**src/rtl/pipeline_ctrl.sv**
```systemverilog
// Hazard, stall and forwarding control for the five-stage core, including a
// handshaked data-memory sequencer with a timeout watchdog.
module pipeline_ctrl #(
   parameter int MEM_TIMEOUT = 64,
   parameter int CNT_W       = 32
) (
   input  logic             clk,
   input  logic             rst,
   input  logic [4:0]       Rs1D,
   input  logic [4:0]       Rs2D,
   input  logic [4:0]       Rs1E,
   input  logic [4:0]       Rs2E,
   input  logic [4:0]       RdE,
   input  logic [1:0]       ResultSrcE,
   input  logic             PCSrcE,
   input  logic [4:0]       RdM,
   input  logic [4:0]       RdW,
   input  logic             RegWriteM,
   input  logic             RegWriteW,
   input  logic             MemReqM,
   input  logic             MemReadyM,
   output logic             MemValidM,
   output logic [1:0]       ForwardAE,
   output logic [1:0]       ForwardBE,
   output logic             StallF,
   output logic             StallD,
   output logic             StallE,
   output logic             StallM,
   output logic             FlushD,
   output logic             FlushE,
   output logic             FlushW,
   output logic             MemErr,
   output logic [CNT_W-1:0] StallCount
);

   localparam int TW = (MEM_TIMEOUT > 2) ? $clog2(MEM_TIMEOUT) : 1;

   typedef enum logic [1:0] {IDLE, WAIT, ERROR} state_t;

   state_t        state;
   logic [TW-1:0] tmo_cnt;
   logic          mem_stall;
   logic          lw_stall;

   function automatic logic [1:0] fwd_sel(input logic [4:0] rs,
                                          input logic [4:0] rd_m, input logic wr_m,
                                          input logic [4:0] rd_w, input logic wr_w);
      if (wr_m && rd_m != 5'd0 && rd_m == rs)
         return 2'b10;
      else if (wr_w && rd_w != 5'd0 && rd_w == rs)
         return 2'b01;
      else
         return 2'b00;
   endfunction

   always_comb begin
      mem_stall = 1'b1;
      case (state)
         IDLE:    mem_stall = MemReqM & ~MemReadyM;
         WAIT:    mem_stall = ~MemReadyM;
         default: mem_stall = 1'b1;
      endcase
   end

   assign lw_stall = (ResultSrcE == 2'b01) && (RdE != 5'd0) &&
                     ((RdE == Rs1D) || (RdE == Rs2D));

   // A memory stall freezes every stage, so branch and load-use flushes wait
   // until EX is released and the same instruction presents them again.
   assign StallF    = mem_stall | lw_stall;
   assign StallD    = mem_stall | lw_stall;
   assign StallE    = mem_stall;
   assign StallM    = mem_stall;
   assign FlushW    = mem_stall;
   assign FlushD    = ~mem_stall & PCSrcE;
   assign FlushE    = ~mem_stall & (lw_stall | PCSrcE);
   assign MemValidM = (state != ERROR) & MemReqM;

   assign ForwardAE = fwd_sel(Rs1E, RdM, RegWriteM, RdW, RegWriteW);
   assign ForwardBE = fwd_sel(Rs2E, RdM, RegWriteM, RdW, RegWriteW);

   always_ff @(posedge clk or posedge rst) begin
      if (rst) begin
         state   <= IDLE;
         tmo_cnt <= '0;
         MemErr  <= 1'b0;
      end else begin
         case (state)
            IDLE: begin
               if (MemReqM && !MemReadyM) begin
                  state   <= WAIT;
                  tmo_cnt <= '0;
               end
            end
            WAIT: begin
               if (MemReadyM) begin
                  state <= IDLE;
               end else begin
                  tmo_cnt <= tmo_cnt + 1'b1;
                  // The IDLE request cycle is the first not-ready cycle.
                  if (tmo_cnt == TW'(MEM_TIMEOUT - 2)) begin
                     state  <= ERROR;
                     MemErr <= 1'b1;
                  end
               end
            end
            default: begin
               state  <= ERROR;
               MemErr <= 1'b1;
            end
         endcase
      end
   end

   always_ff @(posedge clk or posedge rst) begin
      if (rst)
         StallCount <= '0;
      else if (StallF && (StallCount != {CNT_W{1'b1}}))
         StallCount <= StallCount + 1'b1;
   end

endmodule

```
**config.mk**
```make
export PLATFORM = sky130hd
export DESIGN_NAME = pipeline_ctrl
export DESIGN_NICKNAME = d
export VERILOG_FILES = /design/src/rtl/pipeline_ctrl.sv
export SDC_FILE = /design/constraint.sdc
export NUM_CORES = 1
export LEC_CHECK = 0
export CORE_UTILIZATION = 30
export DETAILED_ROUTE_END_ITERATION = 8
export DONT_BUFFER_PORTS = 1
export HOLD_SLACK_MARGIN = 0.05
export PLACE_DENSITY = 0.44
export SETUP_SLACK_MARGIN = 0.3
export SLEW_MARGIN = 40
export SYNTH_ARGS = -nofsm -noshare
export SYNTH_HDL_FRONTEND = slang
export SYNTH_SLANG_ARGS = --single-unit
```
**constraint.sdc**
```tcl
create_clock -name clk -period 3.6 [get_ports clk]
set_input_delay 0.36 -clock clk [delete_from_list [all_inputs] [get_ports clk]]
set_output_delay 0.36 -clock clk [all_outputs]
set_load 0.02 [all_outputs]
```
==> impl_metrics.yaml <==
outcome:
  run_status: "finished, final reports clean"
synth:
  yosysUniqueCellTypes: 45
  dominant_cell_type_by_area_after_synthesis: "sky130_fd_sc_hd__dfrtp_1"
  synth_seq_area_share_pct: 39.0
  synth-edff-count: 0
  synthFlopType: "sky130_fd_sc_hd__dfrtp_1"
  syn_area_per_cell_um2: 9.90
  post_synth_top_cells: "sky130_fd_sc_hd__dfrtp_1 (41), sky130_fd_sc_hd__xnor2_1 (34), sky130_fd_sc_hd__xor2_1 (29)"
  post_synth_inst_count: 266
  synth-seq-cells: 41
  post-synth-top-count-cell: "sky130_fd_sc_hd__dfrtp_1"
  post_synth_instance_area_um2: 2630
  ys_warn_count: 0
  yosysTopAreaCellShare_pct: 39.0
  ys_async_sr_fraction_pct: 100
  syn_nets: 313
  synth_area_leaders: "sky130_fd_sc_hd__dfrtp_1 (39%), sky130_fd_sc_hd__xnor2_1 (11%), sky130_fd_sc_hd__xor2_1 (9.6%)"
grt:
  globalRoute.totalOverflow: 0
  globalRouteMet1Util_pct: 16.8
  vias_in_the_first_global_route: 1956
  grt_first_pass_wirelength_mm: 9.46
  grt-busiest-layer: "met2"
  initial_antenna_violation_count: 0
  grt_usage_pct: 13.5
  global_route.usage.met2_pct: 21.1
  grt_start_max_net_pins: 42
  globalRouteMet3Util_pct: 4.58
cts:
  cts.hold.buffers_added: 0
  cts_repair_resize_count: 0
  clock_tree.root_cell: "sky130_fd_sc_hd__clkbuf_8"
  post_cts.repair.setup_buffers: 0
  tritoncts_num_sinks: 41
  clk-insertion-delay-late_ns: 0.29
  tritoncts_clock_tree: "built"
  htree_levels: 2
  numCtsBuffers: 5
  cts-root-to-sink-buffers: 2
  clk_pin_slew_ns: 0.08
run:
  max-cap-violations: 0
route:
  drt.antenna.violating_nets: 0
  avgViaCountPerCell: 5.07
  drc_violation_total_after_the_first_tritonroute_iteration: 43
  num_vias: 1886
  drc: 0
  detail_route.wirelength_mm: 5.82
  dr.pass1.iters: 4
  post_drt_wl_per_cell_um: 15.7
pwr:
  power_density_nw_per_um2: 310
  static-leakage-power_nw: 1.15
  ir_drop_mv: 0.132
floorplan:
  die_h_um: 95.7
  core_region_area_um2: 8340
  core.rowCount: 33
  die_x_um: 95.7
  design.die.area_um2: 9160
  floorplan.initialDensity_pct: 31.6
  io-pin-count: 89
critical_path:
  cp_data_required_time_ns: 3.78
  timing.critical_path.cells: "ha_1 > and4_1 > nand2b_1 > or3_2 > nand2_1 > mux2_1"
  cp-start-kind: "register"
  crit_fanout: 19
  end_kind: "register"
  worst_path_max_delay_cell: "sky130_fd_sc_hd__or3_2"
  arrival_time_at_the_worst_endpoint_ns: 2.69
  worstSetupPathType: "register to register"
  cpPeakStageDelay_ns: 0.70
hold_path:
  worstHoldPathType: "primary input to async pin"
sta:
  timing.final.max_slew_violations: 0
  final.hold.worst_slack_ns: 0.0705
  finalHoldViolations: 0
  fin_setup_tns_ns: 0
  unrepaired_setup_endpoints_after_global_routing: "false"
  final.min_clock_period_ns: 2.52
  worst_slew_margin_rel_pct: 54.4
  timing.final.setup_violations: 0
  fin_crit_sh_pct: 69.9
  worstMarginPinSlew_ns: 0.679
  max_freq_ghz: 0.398
  clock-skew-final_ns: 0.00986
place:
  placement.io_buffers: 0
  gpl.final_weighted_congestion: 0.734
  dp_hpwl_mm: 4.43
  placed_cells: 365
final_layout:
  syn_to_final_growth_pct: 8.41
  final_layout_size_suffix_gt1_share_pct: 14.2
  finish.net_count: 314
  layout.cells.non_filler: 372
  antenna_cells: 0
[metal layers]
metal  vias up  wire (um)
met5         -          0
met4         0        102
met3         7        433
met2        55       2700
met1       891       2590
li1        933          -
[placed cells by master, fill, tap and decap left out, types with 3 or more instances in the layout]
cell type,netlist,final
sky130_fd_sc_hd__or4_1,5,5
sky130_fd_sc_hd__inv_1,7,6
sky130_fd_sc_hd__dfrtp_1,41,41
sky130_fd_sc_hd__and4_1,3,3
sky130_fd_sc_hd__nor4_2,0,4
sky130_fd_sc_hd__nand3_1,17,17
sky130_fd_sc_hd__o21ai_0,5,5
sky130_fd_sc_hd__nand4_1,14,14
sky130_fd_sc_hd__clkbuf_8,1,5
sky130_fd_sc_hd__nor3_1,4,4
sky130_fd_sc_hd__nand2_1,14,14
sky130_fd_sc_hd__and3_1,12,12
sky130_fd_sc_hd__xnor2_1,34,34
sky130_fd_sc_hd__and3_2,3,3
sky130_fd_sc_hd__nand3_2,11,11
sky130_fd_sc_hd__nor2_1,22,22
sky130_fd_sc_hd__buf_4,4,3
sky130_fd_sc_hd__ha_1,3,3
sky130_fd_sc_hd__xor2_1,29,29
[area by class of cell]
| cell class | instances | area [um^2] |
|---|---|---|
| multi-input combinational | 209 | 1550 |
| tap | 105 | 131 |
| clock inverter | 2 | 35.0 |
| timing repair buffer | 3 | 22.5 |
| inverter | 7 | 26.3 |
| sequential | 41 | 1030 |
| fill | 888 | 5490 |
| clock buffer | 5 | 68.8 |
[path summary, 6_finish.rpt]
path                       cells past startpoint             end           from  slack (ns)
max                                            6   StallCount[1]  StallCount[0]        1.08
min in group clk                               1      tmo_cnt[1]      MemReadyM        0.15
min reg2reg                                    2      tmo_cnt[5]     tmo_cnt[5]        0.55
min                                            2      tmo_cnt[2]            rst        0.07
max in group asynchronous                      2  StallCount[20]            rst        3.15
max reg2reg                                    6   StallCount[1]  StallCount[0]        1.08
[registers in the layout, summed over array words and instances, names as in the netlist]
| signal | flops |
|---|---|
| StallCount | 32 |
| tmo_cnt | 6 |
| state | 2 |
| MemErr | 1 |
[logic make-up (layout without fill, tap and decap cells)]
family,Yosys count,after routing,share of synthesized area [%]
adders and majority gates,3,3,1.43
AOI/OAI and AO/OA,14,14,3.90
and+or+nand+nor,127,127,30.3
muxes,2,2,0.855
xor gates and xnor gates,63,63,21.0
DFF,41,41,39.0
buffers and inverters,16,17,3.66
[metrics by stage]
stage	utilization, %	power, mW	instance area, um^2	worst slack (ns)
final	34.2	0.884	2860	1.08
after global placement	32.7	0.530	2730	1.06
after global routing	34.2	0.923	2860	0.953
after floorplan	-	0.520	2630	1.26
after CTS	34.1	0.899	2850	0.983
after detailed placement	32.9	0.533	2740	1.01
[worst max-delay path, delay by kind of cell (launching register included)]
kind                     cells  cell delay (ns)
AND/OR/NAND/NOR              4             1.26
multiplexers                 1             0.34
flip-flops                   1             0.54
adder cells (fa/ha/maj)      1             0.26
[power by group]
part,internal (mW),switching [mW],leakage (nW),total [mW]
sequential,0.463,0.00756,0.541,0.471
clock,0.202,0.159,0.0540,0.361
combinational,0.0241,0.0278,0.557,0.0519
No activity file was read; power rests on OpenSTA's default activity.
